$ cat src/rtl/branch_ctrl_pkg.sv
// Shared constants for the ID-stage branch controller and the comparator.
package branch_ctrl_pkg;

  localparam logic [5:0] OP_REGIMM = 6'b000001;
  localparam logic [5:0] OP_BEQ    = 6'b000100;
  localparam logic [5:0] OP_BNE    = 6'b000101;
  localparam logic [5:0] OP_BLEZ   = 6'b000110;
  localparam logic [5:0] OP_BGTZ   = 6'b000111;

  localparam logic [4:0] RT_BLTZ   = 5'b00000;
  localparam logic [4:0] RT_BGEZ   = 5'b00001;

  localparam logic [1:0] FWD_RF    = 2'b00;
  localparam logic [1:0] FWD_MEM   = 2'b01;
  localparam logic [1:0] FWD_WB    = 2'b10;

  typedef enum logic [1:0] {
    ST_IDLE    = 2'd0,
    ST_WAIT    = 2'd1,
    ST_RESOLVE = 2'd2
  } state_t;

  // Branch decode: the four I-type branches plus REGIMM BLTZ/BGEZ.
  function automatic logic is_branch(input logic [5:0] op, input logic [4:0] rt);
    case (op)
      OP_BEQ, OP_BNE, OP_BLEZ, OP_BGTZ: is_branch = 1'b1;
      OP_REGIMM:                        is_branch = (rt == RT_BLTZ) || (rt == RT_BGEZ);
      default:                          is_branch = 1'b0;
    endcase
  endfunction

endpackage

$ cat src/rtl/branch_ctrl_if.sv
// Pipeline-facing signal bundle of the branch controller.
interface branch_ctrl_if;
  logic        id_valid;
  logic [31:0] ins;
  logic [31:0] id_pc4;
  logic        ex_wreg, ex_mem2reg;
  logic [4:0]  ex_rd;
  logic        mem_wreg, mem_mem2reg;
  logic [4:0]  mem_rd;
  logic        wb_wreg;
  logic [4:0]  wb_rd;
  logic        branch;
  logic        cnt_clr;
  logic        compare, stall, pc_sel, flush;
  logic [1:0]  fwd_a, fwd_b;
  logic [31:0] branch_target;
  logic [15:0] br_cnt, taken_cnt;

  modport master (
    output id_valid, ins, id_pc4, ex_wreg, ex_mem2reg, ex_rd,
           mem_wreg, mem_mem2reg, mem_rd, wb_wreg, wb_rd, branch, cnt_clr,
    input  compare, stall, pc_sel, flush, fwd_a, fwd_b, branch_target,
           br_cnt, taken_cnt
  );

  modport slave (
    input  id_valid, ins, id_pc4, ex_wreg, ex_mem2reg, ex_rd,
           mem_wreg, mem_mem2reg, mem_rd, wb_wreg, wb_rd, branch, cnt_clr,
    output compare, stall, pc_sel, flush, fwd_a, fwd_b, branch_target,
           br_cnt, taken_cnt
  );
endinterface

$ cat src/rtl/branch_ctrl_hazard.sv
// Combinational branch decode, stall-need count and operand forwarding select.
module br_hazard
  import branch_ctrl_pkg::*;
(
  input  logic [5:0] op,
  input  logic [4:0] rs,
  input  logic [4:0] rt,
  input  logic       ex_wreg, ex_mem2reg,
  input  logic [4:0] ex_rd,
  input  logic       mem_wreg, mem_mem2reg,
  input  logic [4:0] mem_rd,
  input  logic       wb_wreg,
  input  logic [4:0] wb_rd,
  output logic       is_br,
  output logic [1:0] need,
  output logic [1:0] fwd_a,
  output logic [1:0] fwd_b
);

  logic [1:0][4:0] src;
  logic [1:0]      used;
  logic [1:0][1:0] nd, fw;

  assign is_br = is_branch(op, rt);
  assign src   = {rt, rs};
  // rt is only a comparator operand for the two-register branches
  assign used  = {(op == OP_BEQ) || (op == OP_BNE), 1'b1};

  for (genvar i = 0; i < 2; i++) begin : g_src
    logic live;
    assign live = used[i] && (src[i] != 5'd0);

    // Stalls needed before this operand can be read or forwarded
    always_comb begin
      nd[i] = 2'd0;
      if (live && ex_wreg && ex_rd == src[i])
        nd[i] = ex_mem2reg ? 2'd2 : 2'd1;
      else if (live && mem_wreg && mem_mem2reg && mem_rd == src[i])
        nd[i] = 2'd1;
    end

    // Forward source; an ALU result in MEM is younger than WB, so it wins
    always_comb begin
      fw[i] = FWD_RF;
      if (live && mem_wreg && !mem_mem2reg && mem_rd == src[i])
        fw[i] = FWD_MEM;
      else if (live && wb_wreg && wb_rd == src[i])
        fw[i] = FWD_WB;
    end
  end

  assign need  = (nd[0] > nd[1]) ? nd[0] : nd[1];
  assign fwd_a = fw[0];
  assign fwd_b = fw[1];

endmodule

$ cat src/rtl/branch_ctrl.sv
// ID-stage branch resolution: stall FSM, compare/redirect control, statistics.
module branch_ctrl
  import branch_ctrl_pkg::*;
(
  input  logic         clk,
  input  logic         rst_n,
  branch_ctrl_if.slave bif
);

  state_t     state, nxt;
  logic       is_br, go;
  logic [1:0] need, fa, fb;
  logic       cmp, stl;

  br_hazard u_haz (
    .op          (bif.ins[31:26]),
    .rs          (bif.ins[25:21]),
    .rt          (bif.ins[20:16]),
    .ex_wreg     (bif.ex_wreg),
    .ex_mem2reg  (bif.ex_mem2reg),
    .ex_rd       (bif.ex_rd),
    .mem_wreg    (bif.mem_wreg),
    .mem_mem2reg (bif.mem_mem2reg),
    .mem_rd      (bif.mem_rd),
    .wb_wreg     (bif.wb_wreg),
    .wb_rd       (bif.wb_rd),
    .is_br       (is_br),
    .need        (need),
    .fwd_a       (fa),
    .fwd_b       (fb)
  );

  assign go = bif.id_valid && is_br;

  // State register
  always_ff @(posedge clk or negedge rst_n) begin
    if (!rst_n) state <= ST_IDLE;
    else        state <= nxt;
  end

  // Next state: stall length follows need; a dropped id_valid aborts
  always_comb begin
    nxt = ST_IDLE;
    case (state)
      ST_IDLE:    if (go) nxt = (need == 2'd2) ? ST_WAIT :
                                (need == 2'd1) ? ST_RESOLVE : ST_IDLE;
      ST_WAIT:    nxt = bif.id_valid ? ST_RESOLVE : ST_IDLE;
      ST_RESOLVE: nxt = ST_IDLE;
      default:    nxt = ST_IDLE;
    endcase
  end

  // Outputs: compare or stall per state, all forced low while in reset
  always_comb begin
    cmp = 1'b0;
    stl = 1'b0;
    case (state)
      ST_IDLE:    if (go) begin
                    cmp = (need == 2'd0);
                    stl = (need != 2'd0);
                  end
      ST_WAIT:    stl = bif.id_valid;
      ST_RESOLVE: cmp = bif.id_valid;
      default:    ;
    endcase
    cmp = cmp && rst_n;
    stl = stl && rst_n;
  end

  assign bif.compare = cmp;
  assign bif.stall   = stl;
  assign bif.pc_sel  = cmp && bif.branch;
  assign bif.flush   = cmp && bif.branch;
  assign bif.fwd_a   = cmp ? fa : FWD_RF;
  assign bif.fwd_b   = cmp ? fb : FWD_RF;

  assign bif.branch_target = bif.id_pc4 + {{14{bif.ins[15]}}, bif.ins[15:0], 2'b00};

  // Saturating statistics; clear beats a same-cycle increment
  always_ff @(posedge clk or negedge rst_n) begin
    if (!rst_n) begin
      bif.br_cnt    <= 16'd0;
      bif.taken_cnt <= 16'd0;
    end else if (bif.cnt_clr) begin
      bif.br_cnt    <= 16'd0;
      bif.taken_cnt <= 16'd0;
    end else if (cmp) begin
      if (bif.br_cnt != 16'hFFFF) bif.br_cnt <= bif.br_cnt + 16'd1;
      if (bif.branch && bif.taken_cnt != 16'hFFFF) bif.taken_cnt <= bif.taken_cnt + 16'd1;
    end
  end

endmodule

$ cat src/flat_wrapper.sv
// flat-port wrapper written by rule: the top's interface ports become plain ports
module branch_ctrl_flat import branch_ctrl_pkg::*;
  (clk, rst_n, bif_id_valid, bif_ins, bif_id_pc4, bif_ex_wreg, bif_ex_mem2reg, bif_ex_rd, bif_mem_wreg, bif_mem_mem2reg, bif_mem_rd, bif_wb_wreg, bif_wb_rd, bif_branch, bif_cnt_clr, bif_compare, bif_stall, bif_pc_sel, bif_flush, bif_fwd_a, bif_fwd_b, bif_branch_target, bif_br_cnt, bif_taken_cnt);
  branch_ctrl_if bif_i ();
  input  logic clk;
  input  logic rst_n;
  input wire logic [$bits(bif_i.id_valid)-1:0] bif_id_valid;
  input wire logic [$bits(bif_i.ins)-1:0] bif_ins;
  input wire logic [$bits(bif_i.id_pc4)-1:0] bif_id_pc4;
  input wire logic [$bits(bif_i.ex_wreg)-1:0] bif_ex_wreg;
  input wire logic [$bits(bif_i.ex_mem2reg)-1:0] bif_ex_mem2reg;
  input wire logic [$bits(bif_i.ex_rd)-1:0] bif_ex_rd;
  input wire logic [$bits(bif_i.mem_wreg)-1:0] bif_mem_wreg;
  input wire logic [$bits(bif_i.mem_mem2reg)-1:0] bif_mem_mem2reg;
  input wire logic [$bits(bif_i.mem_rd)-1:0] bif_mem_rd;
  input wire logic [$bits(bif_i.wb_wreg)-1:0] bif_wb_wreg;
  input wire logic [$bits(bif_i.wb_rd)-1:0] bif_wb_rd;
  input wire logic [$bits(bif_i.branch)-1:0] bif_branch;
  input wire logic [$bits(bif_i.cnt_clr)-1:0] bif_cnt_clr;
  output wire logic [$bits(bif_i.compare)-1:0] bif_compare;
  output wire logic [$bits(bif_i.stall)-1:0] bif_stall;
  output wire logic [$bits(bif_i.pc_sel)-1:0] bif_pc_sel;
  output wire logic [$bits(bif_i.flush)-1:0] bif_flush;
  output wire logic [$bits(bif_i.fwd_a)-1:0] bif_fwd_a;
  output wire logic [$bits(bif_i.fwd_b)-1:0] bif_fwd_b;
  output wire logic [$bits(bif_i.branch_target)-1:0] bif_branch_target;
  output wire logic [$bits(bif_i.br_cnt)-1:0] bif_br_cnt;
  output wire logic [$bits(bif_i.taken_cnt)-1:0] bif_taken_cnt;
  assign bif_i.id_valid = bif_id_valid;
  assign bif_i.ins = bif_ins;
  assign bif_i.id_pc4 = bif_id_pc4;
  assign bif_i.ex_wreg = bif_ex_wreg;
  assign bif_i.ex_mem2reg = bif_ex_mem2reg;
  assign bif_i.ex_rd = bif_ex_rd;
  assign bif_i.mem_wreg = bif_mem_wreg;
  assign bif_i.mem_mem2reg = bif_mem_mem2reg;
  assign bif_i.mem_rd = bif_mem_rd;
  assign bif_i.wb_wreg = bif_wb_wreg;
  assign bif_i.wb_rd = bif_wb_rd;
  assign bif_i.branch = bif_branch;
  assign bif_i.cnt_clr = bif_cnt_clr;
  assign bif_compare = bif_i.compare;
  assign bif_stall = bif_i.stall;
  assign bif_pc_sel = bif_i.pc_sel;
  assign bif_flush = bif_i.flush;
  assign bif_fwd_a = bif_i.fwd_a;
  assign bif_fwd_b = bif_i.fwd_b;
  assign bif_branch_target = bif_i.branch_target;
  assign bif_br_cnt = bif_i.br_cnt;
  assign bif_taken_cnt = bif_i.taken_cnt;
  branch_ctrl u_core (.clk(clk), .rst_n(rst_n), .bif(bif_i));
endmodule
$ cat config.mk
export PLATFORM = sky130hd
export DESIGN_NAME = branch_ctrl_flat
export DESIGN_NICKNAME = d
export VERILOG_FILES = /design/src/rtl/branch_ctrl_pkg.sv /design/src/rtl/branch_ctrl_if.sv /design/src/rtl/branch_ctrl_hazard.sv /design/src/rtl/branch_ctrl.sv /design/src/flat_wrapper.sv
export SDC_FILE = /design/constraint.sdc
export NUM_CORES = 1
export LEC_CHECK = 0
export CORE_MARGIN = 3
export CORE_UTILIZATION = 49
export CTS_BUF_LIST = sky130_fd_sc_hd__clkbuf_16
export DETAILED_ROUTE_END_ITERATION = 10
export HOLD_SLACK_MARGIN = 0.1
export PLACE_DENSITY_LB_ADDON = 0.12
export SYNTH_ARGS = -nofsm -noshare
export SYNTH_HDL_FRONTEND = slang
export SYNTH_HIERARCHICAL = 1
export SYNTH_SLANG_ARGS = --single-unit
$ cat constraint.sdc
create_clock -name clk -period 7.5 [get_ports clk]
set_input_delay 1.125 -clock clk [delete_from_list [all_inputs] [get_ports clk]]
set_output_delay 1.125 -clock clk [all_outputs]
set_load 0.005 [all_outputs]
Word level (Yosys, flattened, before mapping)
Index checks and enable logic that the tools add are counted.
{ "word_totals": {"register_bits": 34, "output_inout_bits": 72} }
{ "op_classes": {"addsub": 3, "order_cmp": 1, "eq_ne": 18, "muxes": 28, "n_reduce_logical": 39} }
{ "op_table": {"columns": ["operator", "count"], "rows": [
  ["two-way mux 16 bit", 6],
  ["adder 16 x 1 -> 16 bit, second input constant", 2],
  ["adder 32 bit", 1],
  ["!= test 16 bit, second input constant", 2],
  ["equality test 5 bit", 6],
  ["two-way mux 2 bit", 14],
  ["equality test 6 x 3 -> 1 bit, second input constant", 4],
  ["logical AND 1 bit", 24],
  ["nonzero test 5 bit", 2],
  ["nonzero test 2 bit", 4],
  ["equality test 6 x 1 -> 1 bit, second input constant", 1],
  ["one-hot mux 1 bit (2 select lines)", 3],
  ["equality test 5 x 1 -> 1 bit, second input constant", 1],
  ["logical NOT 5 bit", 1],
  ["equality test 2 x 1 -> 1 bit, second input constant", 2],
  ["equality test 2 bit, second input constant", 2],
  ["logical NOT 2 bit", 2],
  ["two-way mux 1 bit", 4],
  ["one-hot mux 2 bit (2 select lines)", 1],
  ["AND reduction 2 bit", 2],
  ["OR reduction 4 bit", 1],
  ["> comparator 2 bit", 1],
  ["logical OR 1 bit", 2],
  ["logical NOT 1 bit", 1]
]} }

Logic depth before layout (Yosys ltp)
Gate-level depths: netlist (run 1).
{ "logic_depth": {"word_depth": 16, "depth_mapped": 18, "depth_no_buf": 17} }

Cells and area by module
Netlist (run 1), hierarchy kept.
{ "by_module_without_submodules": {"columns": ["module", "instances", "cells_per_inst", "area_per_inst_um2", "seq_area_each_um2"], "rows": [
  ["branch_ctrl", 1, 429, 3535.9, 850.8],
  ["br_hazard", 1, 83, 598.1, 0.0]
]} }

Worst setup path before layout (run 1)
No wires, ideal clock.
{ "synth_timing": {"path_type": "input -> output", "startpoint": "input port bif_ins[24]", "endpoint": "output port bif_fwd_a[0]", "arrival_time_ns": 3.698, "required_time_ns": 6.375, "slack_ns": 2.677, "cell_stages": 13, "path_buffers": 1, "cell_sequence": "or4_4 > o211a_1 > and4b_1 > a31o_1 > inv_1 > ha_1 > a21oi_1 > nor3_1 > a211o_1 > nor3b_2 > o21a_1 > buf_2 > and2_1"} }
{ "synth_between": {"elab_chain_len": 13, "elab_cells_between_ends": 20, "classes_between": "1 x order compare; 2 x eq/ne; 7 x mux; 10 x reduce/logical"} }
{ "synth_rtl": {"columns": ["element", "line_no", "text"], "rows": [
  ["start, declared", "flat_wrapper.sv:8", "input wire logic [$bits(bif_i.ins)-1:0] bif_ins;"],
  ["nonzero test 5 bit", "branch_ctrl_hazard.sv:31", "assign live = used[i] && (src[i] != 5'd0);"],
  ["logical AND 1 bit (3 in a row)", "branch_ctrl_hazard.sv:38", "else if (live && mem_wreg && mem_mem2reg && mem_rd == src[i])"],
  ["two-way mux 1 bit", "branch_ctrl_hazard.sv:38", null],
  ["two-way mux 2 bit (*)", "branch_ctrl_hazard.sv:36", "if (live && ex_wreg && ex_rd == src[i])"],
  ["> comparator 2 bit", "branch_ctrl_hazard.sv:52", "assign need = (nd[0] > nd[1]) ? nd[0] : nd[1];"],
  ["two-way mux 2 bit (*)", "branch_ctrl_hazard.sv:52", null],
  ["net u_core.need[0]", "branch_ctrl.sv:12", "logic [1:0] need, fa, fb;"],
  ["logical NOT 2 bit (*)", "branch_ctrl.sv:59", "cmp = (need == 2'd0);"],
  ["two-way mux 1 bit (*)", "branch_ctrl.sv:58", "ST_IDLE: if (go) begin"],
  ["one-hot mux 1 bit (2 select lines) (*)", "branch_ctrl.sv:57", "case (state)"],
  ["logical AND 1 bit (*)", "branch_ctrl.sv:66", "cmp = cmp && rst_n;"],
  ["net bif_compare", "flat_wrapper.sv:20", "output wire logic [$bits(bif_i.compare)-1:0] bif_compare;"],
  ["two-way mux 2 bit (*)", "branch_ctrl.sv:74", "assign bif.fwd_a = cmp ? fa : FWD_RF;"],
  ["end, declared", "flat_wrapper.sv:24", "output wire logic [$bits(bif_i.fwd_a)-1:0] bif_fwd_a;"]
]} }
The timed path passes the listed nets; every way through them passes the cells marked *.

Final worst setup path (run 1)
{ "layout_timing": {"startpoint": "input port bif_ins[19]", "endpoint": "output port bif_fwd_a[0]"} }
{ "layout_between": {"elab_chain_len": 14, "elab_cells_between_ends": 23, "classes_between": "1 x order compare; 3 x eq/ne; 7 x mux; 12 x reduce/logical"} }
{ "layout_rtl": {"columns": ["element", "line_no"], "rows": [
  ["nonzero test 5 bit", "branch_ctrl_hazard.sv:31"],
  ["logical AND 1 bit", "branch_ctrl_hazard.sv:31"],
  ["logical AND 1 bit (3 in a row)", "branch_ctrl_hazard.sv:38"],
  ["two-way mux 1 bit", "branch_ctrl_hazard.sv:38"],
  ["two-way mux 2 bit (*)", "branch_ctrl_hazard.sv:36"],
  ["> comparator 2 bit", "branch_ctrl_hazard.sv:52"],
  ["two-way mux 2 bit (*)", "branch_ctrl_hazard.sv:52"],
  ["net u_core.need[0]", "branch_ctrl.sv:12"],
  ["logical NOT 2 bit (*)", "branch_ctrl.sv:59"],
  ["two-way mux 1 bit (*)", "branch_ctrl.sv:58"],
  ["one-hot mux 1 bit (2 select lines) (*)", "branch_ctrl.sv:57"],
  ["logical AND 1 bit (*)", "branch_ctrl.sv:66"],
  ["two-way mux 2 bit (*)", "branch_ctrl.sv:74"]
]} }
Marks and branches as above.

==> results.cfg, run 1 <==
[floorplan]
core_sq_mm = 0.007968
die_x_microns = 97.85
core.rowCount = 32
floorplan.die_area_sq_mm = 0.009575
io_pins = 161
die_h_microns = 97.85
start_util_pct = 51.88

[cts]
cts_setup_buffers = 0
cts_buffers = 5
cts-htree-levels = 2
post_cts_resized = 0
cts_sinks = 34
holdBufCountCts = 0
insertion_delay_ns = 0.27
tritoncts = yes
clkSlewWorstSetupHoldPaths_ns = 0.05
clock_tree.root_cell = sky130_fd_sc_hd__clkbuf_16
cts_buffer_depth = 2

[synth]
synthesis.instances = 512
synthesis.yosys.warnings = 6
synth_fp_nets = 636
number_of_synthesized_flops_with_an_enable_pin = 0
synth_top_area_share_pct = 20.58
async_s_r_ff_share_synth_pct = 100.0
yosysTopAreaCell = sky130_fd_sc_hd__dfrtp_1
synth_flop_cell = sky130_fd_sc_hd__dfrtp_1
yosys-top-cells-area = sky130_fd_sc_hd__dfrtp_1 21%, sky130_fd_sc_hd__ha_1 10%, sky130_fd_sc_hd__xnor2_1 8.5%, sky130_fd_sc_hd__xor2_1 8.5%, sky130_fd_sc_hd__nor2_1 5.1%
synth_seq_cells = 34
synth_area_sq_mm = 0.004134
synth_seq_area_share_pct = 20.58
synth.avg_cell_area_sq_um = 8.074
synth.distinct_cells = 71

[critical_path]
path_class = input port to output port
start_kind = input port
critical-path-max-stage-delay_ns = 0.55
cp_slowest_cell = sky130_fd_sc_hd__nor4_1
timing.critical_path.cells = clkdlybuf4s50_1 -> xor2_1 -> nor4_1 -> o2111ai_1 -> mux2i_1 -> ha_1 -> nor2_1 -> nor2_1 -> a21oi_1 -> nor3_1 -> a211o_1 -> nor3b_2 -> o21a_1 -> and2_1 -> clkdlybuf4s50_1
endpoint_kind = output port
timing.critical_path.fanout_max = 10
worst_endpoint_data_arrival_time_ns = 5.17
worst-endpoint-required_ns = 6.38

[final_layout]
fraction_of_layout_instances_using_a_drive_strength_above_1_pct = 4.387
final_design_area_no_fill_sq_mm = 0.005876
nNetsFinal = 784
antenna_cells = 0
area_growth_syn_to_layout_pct = 42.13
fillers = 602

[drt]
wl_per_cell_microns = 16.84
detail_route.vias_per_cell = 5.864
dr_total_vias = 4474
drc = 0
drt-initial-drc-count = 260
detail-route-antenna-nets = 0
drt-total-wl_microns = 12850
detailedRoute.firstPassIterationCount = 5

[timing]
timing.setup.tns_ns = 0
slew-limit-headroom_pct = 23.64
timing.final.max_slew_violations = 0
clock_skew_ns = 0.002910
timing.final.hold_violations = 0
endpoints_failing_setup = 0
fin_crit_sh_pct = 84.00
period_needed_ns = 6.300
tightest_slew_ns = 1.142
rsz_0062_raised_after_global_routing = no
setup_slack_ns = 1.200
hold_ws_ns = 0.4956
timing.fmax_mhz = 158.7

[global_route]
fraction_of_met2_tracks_used_by_global_routing_pct = 46.44
met3_usage_pct = 4.857
grt_max_degree = 37
first_global_vias = 4574
grt_use_met1_pct = 33.36
gr-max-usage-layer = met2
gr-total-overflow = 0
initial_antenna_violation_count = 0
grt_first_pass_wirelength_microns = 21450
grt_use_total_pct = 26.35

[placed_design]
placement.cell_area_sq_mm = 0.005738
dp_hpwl_microns = 10310
place.gp.congestion = 0.9568
post-place-ws_ns = 1.273
portBuffers = 156

[run_status]
outcome = completed

[worst_hold_path]
hold_path.class = flip-flop to flip-flop

[power_and_ir_drop]
power-per-cell-area_mw_per_mm2 = 118.3
total_power_mw = 0.6953
vdd_drop_max_v = 0.0001371
power_leakage_nw = 2.404

[flow_run]
drv_cap = 0
[flip-flops by register name (all words and copies together), names as in the netlist]
| name | cells |
|---|---|
| u_core/bif.taken_cnt | 16 |
| u_core/bif.br_cnt | 16 |
| u_core/state | 2 |
[where the power goes]
part	total (mW)	switching, mW	internal [mW]
logic	0.320	0.146	0.174
clock network	0.191	0.0712	0.120
registers	0.184	0.000163	0.184
[area by class of cell]
type / instances / area (sq um) / area share, %
inverter: 15 / 56.30 / 0.9583
sequential: 34 / 850.8 / 14.48
clock buffer: 5 / 125.1 / 2.129
timing repair buffer: 157 / 1569 / 26.70
multi-input combinational: 447 / 3134 / 53.34
tap: 102 / 127.6 / 2.172
clock inverter: 3 / 12.51 / 0.2129
[cell usage in the layout (no fill, tap or decap), types with 18 or more instances in the layout]
cell / count
sky130_fd_sc_hd__clkdlybuf4s50_1: 156
sky130_fd_sc_hd__nor2_1: 56
sky130_fd_sc_hd__xnor2_1: 40
sky130_fd_sc_hd__xor2_1: 40
sky130_fd_sc_hd__nand2_1: 38
sky130_fd_sc_hd__ha_1: 34
sky130_fd_sc_hd__dfrtp_1: 34
sky130_fd_sc_hd__a21oi_1: 29
sky130_fd_sc_hd__nand3_1: 25
sky130_fd_sc_hd__o21ai_0: 18
[stage by stage]
| stage | utilization (%) | instances |
|---|---|---|
| 2_1_floorplan | - | 512 |
| 3_3_place_gp | 72.02 | 755 |
| 3_5_place_dp | 72.02 | 755 |
| 4_1_cts | 73.74 | 763 |
| 5_1_grt | 73.74 | 763 |
| 6_report | 73.74 | 763 |
[worst max-delay path: cells and delay by family]
kind	cells	cell delay, ns
AO/OA/AOI/OAI	4	1.20
XOR/XNOR	1	0.19
AND/OR/NAND/NOR	6	1.22
adder cells (fa/ha/maj)	1	0.19
multiplexers	1	0.19
buffers and inverters	2	1.05
[final timing paths]
kind                                                  to  slack [ns]  cells after the start                    start
worst max-delay path                        bif_fwd_a[0]        1.20                     15              bif_ins[19]
worst min-delay path                     u_core/state[0]        0.50                      1          u_core/state[0]
worst max register to register  u_core/bif.taken_cnt[13]        5.43                      7  u_core/bif.taken_cnt[0]
worst min register to register           u_core/state[0]        0.50                      1          u_core/state[0]
max in group asynchronous                u_core/state[0]        5.92                      2                    rst_n
min in group asynchronous           u_core/bif.br_cnt[6]        1.26                      2                    rst_n
[cells by family (layout without fill, tap and decap cells)]
kind of cell	count (synthesis)	in the layout	synth area share, %
AO/OA/AOI/OAI	109	109	19.01
buffers and inverters	31	180	3.602
AND/OR/NAND/NOR	219	219	28.12
multiplexers	4	4	0.9686
flip-flops	34	34	20.58
adder cells (fa/ha/maj)	35	35	10.77
XOR/XNOR	80	80	16.95
[routing by layer]
metal | vias up | routed length (microns)
li1 | 2170 | -
met3 | 24 | 754
met1 | 2121 | 5512
met2 | 159 | 6362
met4 | 0 | 218
met5 | - | 0
[synth_stat cells, drive strengths merged, types with 6 or more instances]
library cell  count
buf               9
o21ai            22
and3             12
nand4            16
inv              15
and4              6
xnor2            40
ha               34
and2             11
dfrtp            34
nor3             13
xor2             40
nand2b            8
nand3            25
nor4              9
clkbuf            7
nor2b             8
nand2            38
a21oi            32
nor2             56
No activity file was read; power rests on OpenSTA's default activity.
==> run 2, diff against run 1 <==
--- a/config.mk
+++ b/config.mk
@@ -6,7 +6,7 @@
 export NUM_CORES = 1
 export LEC_CHECK = 0
 export CORE_MARGIN = 3
-export CORE_UTILIZATION = 49
+export CORE_UTILIZATION = 45
 export CTS_BUF_LIST = sky130_fd_sc_hd__clkbuf_16
 export DETAILED_ROUTE_END_ITERATION = 10
 export HOLD_SLACK_MARGIN = 0.1
==> constraint.sdc (replaced) <==
create_clock -name clk -period 6.4 [get_ports clk]
set_input_delay 0.96 -clock clk [delete_from_list [all_inputs] [get_ports clk]]
set_output_delay 0.96 -clock clk [all_outputs]
set_load 0.005 [all_outputs]
==> run 2 against run 1 <==
  * Design area is 0.19% higher
  * Clock skew is 0.0013 ns higher
  * Total power is 17% higher
  * Non-clock buffer count stayed put
  * Global-route usage is 2.8 points lower
  * Flip-flop and latch count stayed put
  * Combinational power is 17% higher
  * Worst setup slack worse by 0.61 ns
  * Sequential power is 17% higher
  * Via count is 3.5% lower
  * First-iteration DRC count is 18% lower
  * Cell count is 0.79% higher
  * Largest cell class unchanged
  * Largest power group unchanged
==> results.cfg, run 2 (same netlist as run 1, synthesis figures left out) <==
[final_layout]
finalCoreUtilization_pct = 66.85
final_design_area_no_fill_sq_mm = 0.005887
mostFrequentLayoutCell = sky130_fd_sc_hd__clkdlybuf4s50_1
area_growth_syn_to_layout_pct = 42.40
stdcell_count = 769
most-common-layout-cells = 156 x sky130_fd_sc_hd__clkdlybuf4s50_1, 56 x sky130_fd_sc_hd__nor2_1, 40 x sky130_fd_sc_hd__xnor2_1, 40 x sky130_fd_sc_hd__xor2_1, 38 x sky130_fd_sc_hd__nand2_1
fillers = 779
fraction_of_layout_instances_using_a_drive_strength_above_1_pct = 4.539
antenna_cells = 0
nNetsFinal = 784
biggest_regs = u_core/bif.br_cnt: 16 flops, u_core/bif.taken_cnt: 16 flops, u_core/state: 2 flops

[drt]
wl_per_cell_microns = 16.41
detail_route.vias_per_cell = 5.612
detailedRoute.firstPassIterationCount = 5
drt-initial-drc-count = 214
dr_total_vias = 4316
detail-route-antenna-nets = 0
drc = 0
drt-total-wl_microns = 12620

[floorplan]
core_sq_mm = 0.008806
die_h_microns = 101.8
floorplan.die_area_sq_mm = 0.01037
die_x_microns = 101.8
core.rowCount = 34
start_util_pct = 46.95
io_pins = 161

[critical_path]
start_kind = input port
worst-endpoint-required_ns = 5.44
worst_endpoint_data_arrival_time_ns = 4.85
timing.critical_path.fanout_max = 10
path_class = input port to output port
endpoint_kind = output port

[placed_design]
post-place-ws_ns = 0.5930
dp_hpwl_microns = 10340
total_instance_count_after_detailed_placement = 761
portBuffers = 156
placement.cell_area_sq_mm = 0.005746
place.gp.congestion = 0.9648

[worst_hold_path]
hold_path.class = flip-flop to flip-flop

[cts]
cts_buffer_depth = 2
tritoncts = yes
cts_buffers = 5
cts_setup_buffers = 0
insertion_delay_ns = 0.27
holdBufCountCts = 0
cts_sinks = 34
post_cts_resized = 0
cts-htree-levels = 2
clock_tree.root_cell = sky130_fd_sc_hd__clkbuf_16
clkSlewWorstSetupHoldPaths_ns = 0.05

[timing]
timing.setup.tns_ns = 0
hold_ws_ns = 0.5124
endpoints_failing_setup = 0
period_needed_ns = 5.814
rsz_0062_raised_after_global_routing = no
timing.final.hold_violations = 0
fin_crit_sh_pct = 90.84
slew-limit-headroom_pct = 23.20
timing.final.max_slew_violations = 0
tightest_slew_ns = 1.148
clock_skew_ns = 0.004176
setup_slack_ns = 0.5863
timing.fmax_mhz = 172.0

[global_route]
gr-total-overflow = 0
grt_use_total_pct = 23.52
grt_first_pass_wirelength_microns = 19970
initial_antenna_violation_count = 0
first_global_vias = 4238
grt_max_degree = 37

[run_status]
outcome = completed

[flow_run]
drv_cap = 0

[power_and_ir_drop]
power_leakage_nw = 2.399
power-per-cell-area_mw_per_mm2 = 138.7
total_power_mw = 0.8164
vdd_drop_max_v = 0.0001381
==> run 2: path summary, 6_finish.rpt <==
kind	start	endpoint	slack, ns	cells after the start
hold reg to reg	u_core/state[0]	u_core/state[0]	0.51	1
setup reg to reg	u_core/bif.taken_cnt[0]	u_core/bif.taken_cnt[7]	4.33	7
hold / removal	u_core/state[0]	u_core/state[0]	0.51	1
max in group asynchronous	rst_n	u_core/state[1]	4.98	2
min in group asynchronous	rst_n	u_core/bif.br_cnt[8]	1.10	2
setup / recovery	bif_ins[24]	bif_fwd_b[1]	0.59	14
==> run 2: metal layers <==
layer,wire length (microns),track usage (%),vias to the layer above,part of all wire [%]
met5,0,0,-,0
met4,206,5.954,0,1.6
met3,730,2.730,16,5.8
met2,6352,42.56,133,50
met1,5334,29.82,2013,42
li1,-,-,2154,-
==> run 2: critical path, stage by stage <==
cell and delay [ns]:
sky130_fd_sc_hd__clkdlybuf4s50_1 0.52, sky130_fd_sc_hd__or4_4 0.58, sky130_fd_sc_hd__o211a_1 0.25, sky130_fd_sc_hd__and4b_1 0.18
sky130_fd_sc_hd__a31o_1 0.20, sky130_fd_sc_hd__inv_1 0.06, sky130_fd_sc_hd__ha_1 0.22, sky130_fd_sc_hd__a21oi_1 0.22
sky130_fd_sc_hd__nor3_1 0.07, sky130_fd_sc_hd__a211o_1 0.33, sky130_fd_sc_hd__nor3b_2 0.25, sky130_fd_sc_hd__o21a_1 0.33
sky130_fd_sc_hd__and2_1 0.18, sky130_fd_sc_hd__clkdlybuf4s50_1 0.49
==> run 2: area by class of cell <==
class,instances,area (sq um),area share (%)
multi-input cells,447,3134,53.24
repair buffers,157,1569,26.65
clock buffers,5,125.1,2.125
clock inverters,3,16.27,0.2763
well taps,108,135.1,2.295
flip-flops and latches,34,850.8,14.45
inverters,15,56.30,0.9564
==> run 2: report_power, final <==
group	total [mW]	internal, mW	switching (mW)
clock network	0.227	0.142	0.0857
registers	0.215	0.215	0.000187
logic	0.373	0.204	0.170
total	0.816	0.561	0.255
==> run 3, diff against run 2 <==
--- a/config.mk
+++ b/config.mk
@@ -15,3 +15,4 @@
 export SYNTH_HDL_FRONTEND = slang
 export SYNTH_HIERARCHICAL = 1
 export SYNTH_SLANG_ARGS = --single-unit
+export TNS_END_PERCENT = 100
==> results of run 3 <==
Final layout, timing and power as in run 2 (identical DEF).
